$ cat src/rtl/sipo_rx_pkg.sv
// Shared definitions for the serial-in/parallel-out receive controller.
// Contents:
//   state_t       - controller FSM states (IDLE, SHIFT)
//   DEFAULT_WIDTH - default number of bits per assembled word
package sipo_rx_pkg;

  typedef enum logic [0:0] {
    IDLE  = 1'b0,
    SHIFT = 1'b1
  } state_t;

  localparam int DEFAULT_WIDTH = 4;

endpackage

$ cat src/rtl/sipo_shift_stage.sv
// WIDTH-bit right-shift register. The serial input enters at the MSB, so
// after WIDTH shifts the first received bit sits in bit 0.
// Ports:
//   clk   - rising-edge clock
//   reset - synchronous active-high reset, clears the register
//   clr   - synchronous clear (takes priority over en)
//   en    - shift enable
//   sin   - serial input bit
//   word  - value the register takes on the next enabled shift
//           ({sin, q[WIDTH-1:1]}); used by the controller to capture the
//           completed word on the same edge as the final bit
module sipo_shift_stage #(
  parameter int WIDTH = 4
) (
  input  logic             clk,
  input  logic             reset,
  input  logic             clr,
  input  logic             en,
  input  logic             sin,
  output logic [WIDTH-1:0] word
);

  logic [WIDTH-1:0] q_r;

  // Dropping the LSB of {sin, q_r} is the right shift; the outgoing bit is
  // simply discarded.
  assign word = WIDTH'({sin, q_r} >> 1);

  // Shift register state: reset, clear, shift or hold.
  always_ff @(posedge clk) begin
    if (reset) begin
      q_r <= {WIDTH{1'b0}};
    end else if (clr) begin
      q_r <= {WIDTH{1'b0}};
    end else if (en) begin
      q_r <= word;
    end else begin
      q_r <= q_r;
    end
  end

endmodule

$ cat src/rtl/sipo_rx_ctrl.sv
// Sequencing controller for a serial-in/parallel-out receiver. A start
// request in IDLE opens a capture of exactly WIDTH qualified serial bits;
// the completed word is moved into a one-deep holding register and offered
// downstream with a valid/ready handshake. A word completing while the
// holding register is still occupied and not being drained is dropped and
// flagged on the sticky overrun output.
// Ports:
//   clk        - rising-edge clock
//   reset      - synchronous active-high reset
//   start      - begin capturing one word (sampled only in IDLE)
//   sin        - serial data bit
//   sin_valid  - sin is qualified this cycle (only counted in SHIFT)
//   dout       - assembled word, first received bit in dout[0]
//   dout_valid - holding register contains an unconsumed word
//   dout_ready - consumer accepts dout this cycle
//   busy       - high while in SHIFT
//   overrun    - sticky flag, set when a completed word is dropped
module sipo_rx_ctrl
  import sipo_rx_pkg::*;
#(
  parameter int WIDTH = DEFAULT_WIDTH
) (
  input  logic             clk,
  input  logic             reset,
  input  logic             start,
  input  logic             sin,
  input  logic             sin_valid,
  output logic [WIDTH-1:0] dout,
  output logic             dout_valid,
  input  logic             dout_ready,
  output logic             busy,
  output logic             overrun
);

  localparam int CNT_W = $clog2(WIDTH);
  localparam logic [CNT_W-1:0] CNT_MAX = CNT_W'(WIDTH - 1);
  localparam logic [CNT_W-1:0] CNT_ONE = CNT_W'(1'b1);

  state_t           state_r;
  state_t           state_next_s;
  logic [CNT_W-1:0] cnt_r;
  logic [CNT_W-1:0] cnt_next_s;
  logic             clr_s;
  logic             shift_en_s;
  logic             word_done_s;
  logic [WIDTH-1:0] word_s;

  logic [WIDTH-1:0] dout_r;
  logic             dout_valid_r;
  logic             busy_r;
  logic             overrun_r;
  logic             xfer_s;
  logic             load_s;
  logic             drop_s;
  logic             dout_valid_next_s;

  sipo_shift_stage #(
    .WIDTH (WIDTH)
  ) u_shift (
    .clk   (clk),
    .reset (reset),
    .clr   (clr_s),
    .en    (shift_en_s),
    .sin   (sin),
    .word  (word_s)
  );

  // Next-state, bit counter and shift-stage control.
  always_comb begin
    state_next_s = state_r;
    cnt_next_s   = cnt_r;
    clr_s        = 1'b0;
    shift_en_s   = 1'b0;
    word_done_s  = 1'b0;
    case (state_r)
      IDLE: begin
        // sin/sin_valid are deliberately ignored here, even with start.
        if (start) begin
          state_next_s = SHIFT;
          cnt_next_s   = {CNT_W{1'b0}};
          clr_s        = 1'b1;
        end else begin
          state_next_s = IDLE;
        end
      end
      SHIFT: begin
        // start is ignored; gaps in sin_valid hold everything.
        if (sin_valid) begin
          shift_en_s = 1'b1;
          if (cnt_r == CNT_MAX) begin
            word_done_s  = 1'b1;
            state_next_s = IDLE;
            cnt_next_s   = {CNT_W{1'b0}};
          end else begin
            cnt_next_s = cnt_r + CNT_ONE;
          end
        end else begin
          state_next_s = SHIFT;
        end
      end
      default: begin
        state_next_s = IDLE;
        cnt_next_s   = {CNT_W{1'b0}};
      end
    endcase
  end

  // Holding-register handshake: a completing word loads if the register is
  // free or is being drained on this very edge; otherwise it is dropped.
  always_comb begin
    xfer_s = dout_valid_r & dout_ready;
    load_s = word_done_s & (~dout_valid_r | dout_ready);
    drop_s = word_done_s & dout_valid_r & ~dout_ready;
    if (load_s) begin
      dout_valid_next_s = 1'b1;
    end else if (xfer_s) begin
      dout_valid_next_s = 1'b0;
    end else begin
      dout_valid_next_s = dout_valid_r;
    end
  end

  // FSM, counter, holding register and status flags.
  always_ff @(posedge clk) begin
    if (reset) begin
      state_r      <= IDLE;
      cnt_r        <= {CNT_W{1'b0}};
      dout_r       <= {WIDTH{1'b0}};
      dout_valid_r <= 1'b0;
      busy_r       <= 1'b0;
      overrun_r    <= 1'b0;
    end else begin
      state_r      <= state_next_s;
      cnt_r        <= cnt_next_s;
      dout_valid_r <= dout_valid_next_s;
      busy_r       <= (state_next_s == SHIFT);
      // dout keeps its value after a transfer; only a load changes it.
      if (load_s) begin
        dout_r <= word_s;
      end else begin
        dout_r <= dout_r;
      end
      if (drop_s) begin
        overrun_r <= 1'b1;
      end else begin
        overrun_r <= overrun_r;
      end
    end
  end

  assign dout       = dout_r;
  assign dout_valid = dout_valid_r;
  assign busy       = busy_r;
  assign overrun    = overrun_r;

endmodule
$ cat config.mk
export PLATFORM = sky130hd
export DESIGN_NAME = sipo_rx_ctrl
export DESIGN_NICKNAME = d
export VERILOG_FILES = /design/src/rtl/sipo_rx_pkg.sv /design/src/rtl/sipo_shift_stage.sv /design/src/rtl/sipo_rx_ctrl.sv
export SDC_FILE = /design/constraint.sdc
export NUM_CORES = 1
export LEC_CHECK = 0
export CELL_PAD_IN_SITES_DETAIL_PLACEMENT = 1
export CELL_PAD_IN_SITES_GLOBAL_PLACEMENT = 2
export CORE_UTILIZATION = 25
export DETAILED_ROUTE_END_ITERATION = 8
export PLACE_DENSITY = 0.8
export SYNTH_ARGS = -nofsm -noshare
export SYNTH_HDL_FRONTEND = slang
export SYNTH_SLANG_ARGS = --single-unit
$ cat constraint.sdc
create_clock -name clk -period 1 [get_ports clk]
set_input_delay 0.2 -clock clk [delete_from_list [all_inputs] [get_ports clk]]
set_output_delay 0.2 -clock clk [all_outputs]
set_load 0.005 [all_outputs]
==> metrics.cfg, run 1 <==
[cells_and_area]
stdcell_count=101
fillers=242
layout-drive-gt1-share_pct=54.1
nets=82
utilization_pct=40.9
antenna_cells=0
area.growth.synth_to_final_pct=52.9

[logic_synthesis]
ys_warn_count=0
syn_inst=49
postSynthAreaPerCell_sq_um=10.7
synth_seq_area_share_pct=45.7
synth_cell_type_count=16
synth_area_leaders=dfxtp_1 (46%), nand2b_1 (9.5%), a32oi_1 (8.3%), mux2i_1 (7.6%), nor2_1 (6.4%)
syn-num-nets=56
ys_ff_latch=12
yosysTopAreaCellShare_pct=45.7
mappedNetlistArea_sq_um=526
synth_area_leader_cell=dfxtp_1

[global_route]
groute.usage.overall_pct=13.4
grt_pass1_vias=464
grt_max_degree=15
gr-total-overflow=0
antenna_found_initial=0
grt_pass1_wl_um=2000

[die]
dieArea_sq_um=2290
io_pins=13
die_h_um=47.8
die_w_um=47.8
start_util_pct=26.8
coreArea_sq_um=1960
rows=16

[critical_path]
critPathTopFamily=flip-flops
crit_type=reg2reg
cp_slowest_cell=dfxtp_2
reg2reg_depth=4
reg2reg_from=cnt_r[1]$_SDFFE_PP0P_
path_cells=ha_4, nand3_4, nor2_4, mux2i_1
reg2reg_to=dout[3]$_SDFFE_PP0P_
slowest_delay_ps=370
crit_path_end_kind=flip-flop
worstPathRequired_ps=1190
rrSetupSlack_ps=-70
cp_data_arrival_time_ps=1260
cp_max_fo=4
crit_path_start_kind=flip-flop
path_buf_inv=0

[clock_network]
cts_buffer_depth=2
cts_hold_buf=0
clk_pin_slew_worst_paths_ps=80
cts_buffers=3
clk_latency_ps=270
clock_sinks=12
h-tree-depth=1
cts_tree=done
cts_root_buf=clkbuf_4

[drt]
via_per_inst=4.42
drt_iter0_markers=1
ant_nets=0
drcViolationCount=0
drt-total-wl_um=1330
wire_per_inst_um=13.1
drt_pass1_iterations=4
route.vias.total=446

[worst_hold_path]
hold_class=reg2reg
whs_path_depth=2
min_to=dout[0]$_SDFFE_PP0P_
hp-start=dout[0]$_SDFFE_PP0P_

[placed_design]
place_ws_ps=-391
finalWeightedCongestion=0.653
io_buffers=12
dpl.cell_count=93

[timing]
fin_crit_ps=1070
finalCritPeriodShare_pct=107
max-slew-margin-rel_pct=84.7
slew_violations=0
finClkSkew_ps=4.40
hold_viol=0
rsz0062_at_grt=true
finalSetupViolCount=7
whs_ps=484
worst_slack_ps=-72.5
max_freq_mhz=932
tightestPinTransition_ps=225

[job]
drv_cap=0

[outcome]
outcome=finished with violations
violations=setup timing

[power]
leakage_nw=0.321
power.density_nw_per_um2=1240
peakVddDrop_mv=0.713

metal layers:
metal,track usage [%],part of all wire [%],vias to the layer above
met1,13.3,40,213
met4,6.67,2.0,0
li1,-,-,224
met5,0,0,-
met3,5.66,3.0,2
met2,23.8,55,7
worst max-delay path by stage:
stage / startpoint / slack [ps] / cells past startpoint / to
global route: cnt_r[1]$_SDFFE_PP0P_ / -150 / 4 / dout[3]$_SDFFE_PP0P_
finish: cnt_r[1]$_SDFFE_PP0P_ / -70 / 4 / dout[3]$_SDFFE_PP0P_
floorplan: cnt_r[0]$_SDFFE_PP0P_ / 9 / 4 / dout[0]$_SDFFE_PP0P_
detailed placement: dout_ready / -390 / 4 / dout[3]$_SDFFE_PP0P_
CTS: cnt_r[0]$_SDFFE_PP0P_ / -110 / 4 / dout[3]$_SDFFE_PP0P_
global placement: sin_valid / -360 / 4 / dout[3]$_SDFFE_PP0P_
state kept, by name, summed over array words and instances (netlist names):
register and cells:
overrun 1, dout_valid 1, busy 1, cnt_r 2, u_shift.q_r 3, dout 4
final cells by class:
type / instances / area [sq um] / area share (%)
clock buffer: 4 / 36.3 / 4.52
multi-input combinational: 34 / 298 / 37.1
sequential: 12 / 251 / 31.3
tap: 27 / 33.8 / 4.21
timing repair buffer: 24 / 184 / 22.9
layout by cell type, fill, tap and decap left out, types with 2 or more instances in the layout:
cell             count
a32oi_1              4
buf_2                6
buf_4               10
buf_6                2
clkbuf_4             3
clkdlybuf4s50_1      3
dfxtp_1              3
dfxtp_2              9
mux2i_1              4
nand2b_1             8
nor2_1               9
cells by family after synthesis:
kind of cell | share of synthesized area [%]
fa+ha+maj | 2.38
mux | 11.9
simple gates | 24.0
compound gates | 11.7
buf+inv | 4.29
flops | 45.7
worst register-to-register path, cell delays in order, from the launching register on:
cell and delay (ps):
dfxtp_2 370, ha_4 160, nand3_4 80, nor2_4 170, mux2i_1 220
repair_timing:
action	CTS	global route
pin swaps	3	5
setup endpoints to repair	17	11
resized for setup	38	6
gates cloned	0	0
buffers inserted	2	2
where the power goes:
group / switching [W] / internal [W]
logic: 0.0000541 / 0.0000631
registers: 0.00000633 / 0.000485
clock network: 0.000166 / 0.000221
metrics by stage:
| stage | TNS, ps | power [W] | area [sq um] |
|---|---|---|---|
| after global placement | -3500 | 0.000606 | 729 |
| final | -278 | 0.000996 | 803 |
| after CTS | -308 | 0.000999 | 772 |
| after detailed placement | -3700 | 0.000609 | 729 |
| after global routing | -829 | 0.00105 | 803 |
| after floorplan | 0 | 0.000557 | 538 |
Yosys cell counts:
library cell and n:
clkbuf_1 1, a32oi_1 5, nor2_1 9, buf_6 1
nor2b_1 1, nor2_4 1, mux2i_1 4, dfxtp_1 12
mux2i_4 1, a311oi_1 1, nand2b_1 8, buf_4 1
a41oi_1 1, ha_1 1, nand3_4 1, and2b_1 1
Note: power is estimated with default switching activity, not from simulation.
==> run 2: changes to the inputs <==
--- a/config.mk
+++ b/config.mk
@@ -5,6 +5,7 @@
 export SDC_FILE = /design/constraint.sdc
 export NUM_CORES = 1
 export LEC_CHECK = 0
+export CAP_MARGIN = 40
 export CELL_PAD_IN_SITES_DETAIL_PLACEMENT = 1
 export CELL_PAD_IN_SITES_GLOBAL_PLACEMENT = 2
 export CORE_UTILIZATION = 25
==> results of run 2 <==
No change in the layout: final DEF, timing and power equal those of run 1.
==> run 3: changes to the inputs <==
--- a/config.mk
+++ b/config.mk
@@ -8,9 +8,9 @@
 export CAP_MARGIN = 40
 export CELL_PAD_IN_SITES_DETAIL_PLACEMENT = 1
 export CELL_PAD_IN_SITES_GLOBAL_PLACEMENT = 2
-export CORE_UTILIZATION = 25
+export CORE_UTILIZATION = 28
 export DETAILED_ROUTE_END_ITERATION = 8
-export PLACE_DENSITY = 0.8
+export PLACE_DENSITY = 0.84
 export SYNTH_ARGS = -nofsm -noshare
 export SYNTH_HDL_FRONTEND = slang
 export SYNTH_SLANG_ARGS = --single-unit
==> constraint.sdc (replaced) <==
create_clock -name clk -period 1.2 [get_ports clk]
set_input_delay 0.24 -clock clk [delete_from_list [all_inputs] [get_ports clk]]
set_output_delay 0.24 -clock clk [all_outputs]
set_load 0.005 [all_outputs]
==> run 3 against run 2 <==
Against the previous run: the run now ends clean; first-iteration DRC count grew to 5.0 times the previous value; cell area shrank 11%; sequential share of layout area increased by 2.8 points; die area down 10%; largest power group unchanged; highest routed layer unchanged.
==> metrics.cfg, run 3 (synthesized netlist as in run 1, its figures left out) <==
[timing]
max-slew-margin-rel_pct=81.1  ; -3.6 points
hold_viol=0  ; unchanged
max_freq_mhz=891  ; -4.4%
tightestPinTransition_ps=283  ; +57.9 ps
fin_crit_ps=1120  ; +49.8 ps
tns_ps=0  ; +278 ps
whs_ps=464  ; -19.6 ps
worst_slack_ps=77.7  ; +150 ps
finalSetupViolCount=0  ; -7
rsz0062_at_grt=false
finClkSkew_ps=2.13  ; -2.27 ps
slew_violations=0  ; unchanged
finalCritPeriodShare_pct=93.5  ; -14 points

[cells_and_area]
final_cell_mix=nor2_1 (9), nand2b_1 (8), dfxtp_1 (8), dlygate4sd2_1 (7), a32oi_1 (5)
area.sequential_sq_um=245  ; -2.5%
area.growth.synth_to_final_pct=36.7
nets=74  ; -9.8%
final_common_cell=nor2_1
multi_input_area_sq_um=275  ; -7.6%
layout-drive-gt1-share_pct=23.1  ; -31 points
utilization_pct=41.1  ; +0.20 points
largest_reg_flops=4  ; unchanged
antenna_cells=0  ; unchanged
fillers=206  ; -15%

[die]
coreArea_sq_um=1750  ; -11%
rows=15  ; -1
dieArea_sq_um=2050  ; -10%
die_h_um=45.3  ; -5.3%
io_pins=13  ; unchanged
die_w_um=45.3  ; -5.3%
start_util_pct=30.1  ; +3.3 points

[drt]
drcViolationCount=0  ; unchanged
drt-total-wl_um=1160  ; -13%
route.vias.total=429  ; -3.8%
ant_nets=0  ; unchanged
via_per_inst=4.77  ; +7.9%
drt_iter0_markers=5  ; +4
wire_per_inst_um=12.9  ; -2.0%
drt_pass1_iterations=4  ; unchanged

[global_route]
grt_pass1_wl_um=1790  ; -10%
grt_max_degree=12  ; -3
gr-total-overflow=0  ; unchanged
antenna_found_initial=0  ; unchanged
grt_pass1_vias=396  ; -15%
groute.usage.overall_pct=12.7  ; -0.68 points

[clock_network]
cts_buffer_depth=2  ; unchanged
cts_root_buf=clkbuf_4
clock_sinks=12  ; unchanged
cts_setup_buffers=0  ; -2
clk_latency_ps=270  ; about the same
clk_pin_slew_worst_paths_ps=70  ; about the same
cts_buffers=3  ; unchanged
cts_tree=done
h-tree-depth=1  ; unchanged

[critical_path]
rrSetupSlack_ps=80  ; +150 ps
crit_path_end_kind=flip-flop
worstPathRequired_ps=1400  ; +210 ps
critPathTopFamily=flip-flops
crit_path_start_kind=flip-flop
path_buf_inv=0  ; unchanged
cp_max_fo=4  ; unchanged
crit_type=reg2reg
cp_data_arrival_time_ps=1320  ; +60 ps
critPathLaunch=cnt_r[1]$_SDFFE_PP0P_
reg2reg_from=cnt_r[1]$_SDFFE_PP0P_
slowest_delay_ps=390  ; +20 ps
path_cells=ha_4, nand3_4, nor2_4, mux2i_1
cp_slowest_cell=dfxtp_1

[worst_hold_path]
hp-start=sin_valid
hold_class=in2reg

[power]
pwr-share-clk_pct=32.8  ; -6.1 points
peakVddDrop_mv=0.399  ; -44%
comb_power_share_pct=11.2  ; -0.6 points
seq_power_share_pct=56.1  ; +6.7 points
p_switching_w=0.000167  ; -26%
leakage_nw=0.282  ; -12%
power.density_nw_per_um2=1020  ; -18%
switching_share_pct=22.9  ; +0.15 points
intPower_w=0.000565  ; -27%

[outcome]
outcome=finished clean

[placed_design]
place_ws_ps=-231  ; +160 ps
io_buffers=12  ; unchanged
finalWeightedCongestion=0.654  ; +0.23%
hpwl_um=783

[job]
drv_cap=0  ; unchanged

[run 3: final timing paths]
check | to | cells past startpoint
hold / removal | overrun$_SDFFE_PP0P_ | 3
setup reg to reg | dout[2]$_SDFFE_PP0P_ | 4
setup / recovery | dout[2]$_SDFFE_PP0P_ | 4
hold reg to reg | dout[1]$_SDFFE_PP0P_ | 2
[run 3: area by class of cell]
cell class	instances	share of cell area (%)
multi-input cells	34	38.3
flip-flops and latches	12	34.1
repair buffers	16	20.0
well taps	25	4.36
clock buffers	3	3.14
[run 3: metal layers]
layer	up-vias	track usage (%)	wire [um]
li1	205	-	-
met1	207	15.4	527
met2	15	18.8	555
met3	2	6.40	69
met4	0	5.45	6
met5	-	0	0
[run 3: power by group through the flow]
stage / logic [W] / clock network (W) / registers, W
after floorplan: 0.0000460 / 0 / 0.000417
after global placement: 0.0000796 / 0 / 0.000417
after detailed placement: 0.0000814 / 0 / 0.000417
after CTS: 0.0000800 / 0.000256 / 0.000408
after global routing: 0.0000878 / 0.000281 / 0.000411
final: 0.0000817 / 0.000240 / 0.000411
[run 3: metrics by stage]
step,power (W),std cells,area (sq um)
after floorplan,0.000463,49,526
after global placement,0.000496,87,684
after detailed placement,0.000499,87,684
after CTS,0.000744,90,704
after global routing,0.000780,90,718
final,0.000732,90,718
[run 3: timing repair]
| action | in CTS | in global routing |
|---|---|---|
| hold buffers | 0 | 0 |
| endpoints found under the setup margin | 11 | 4 |
| gates resized for setup | 11 | 3 |
[run 3: worst min-delay path: cells and delay by family]
| family | cells | cell delay (ps) |
|---|---|---|
| buffers and inverters | 1 | 200 |
| AND/OR/NAND/NOR | 1 | 60 |
| AO/OA/AOI/OAI | 1 | 190 |
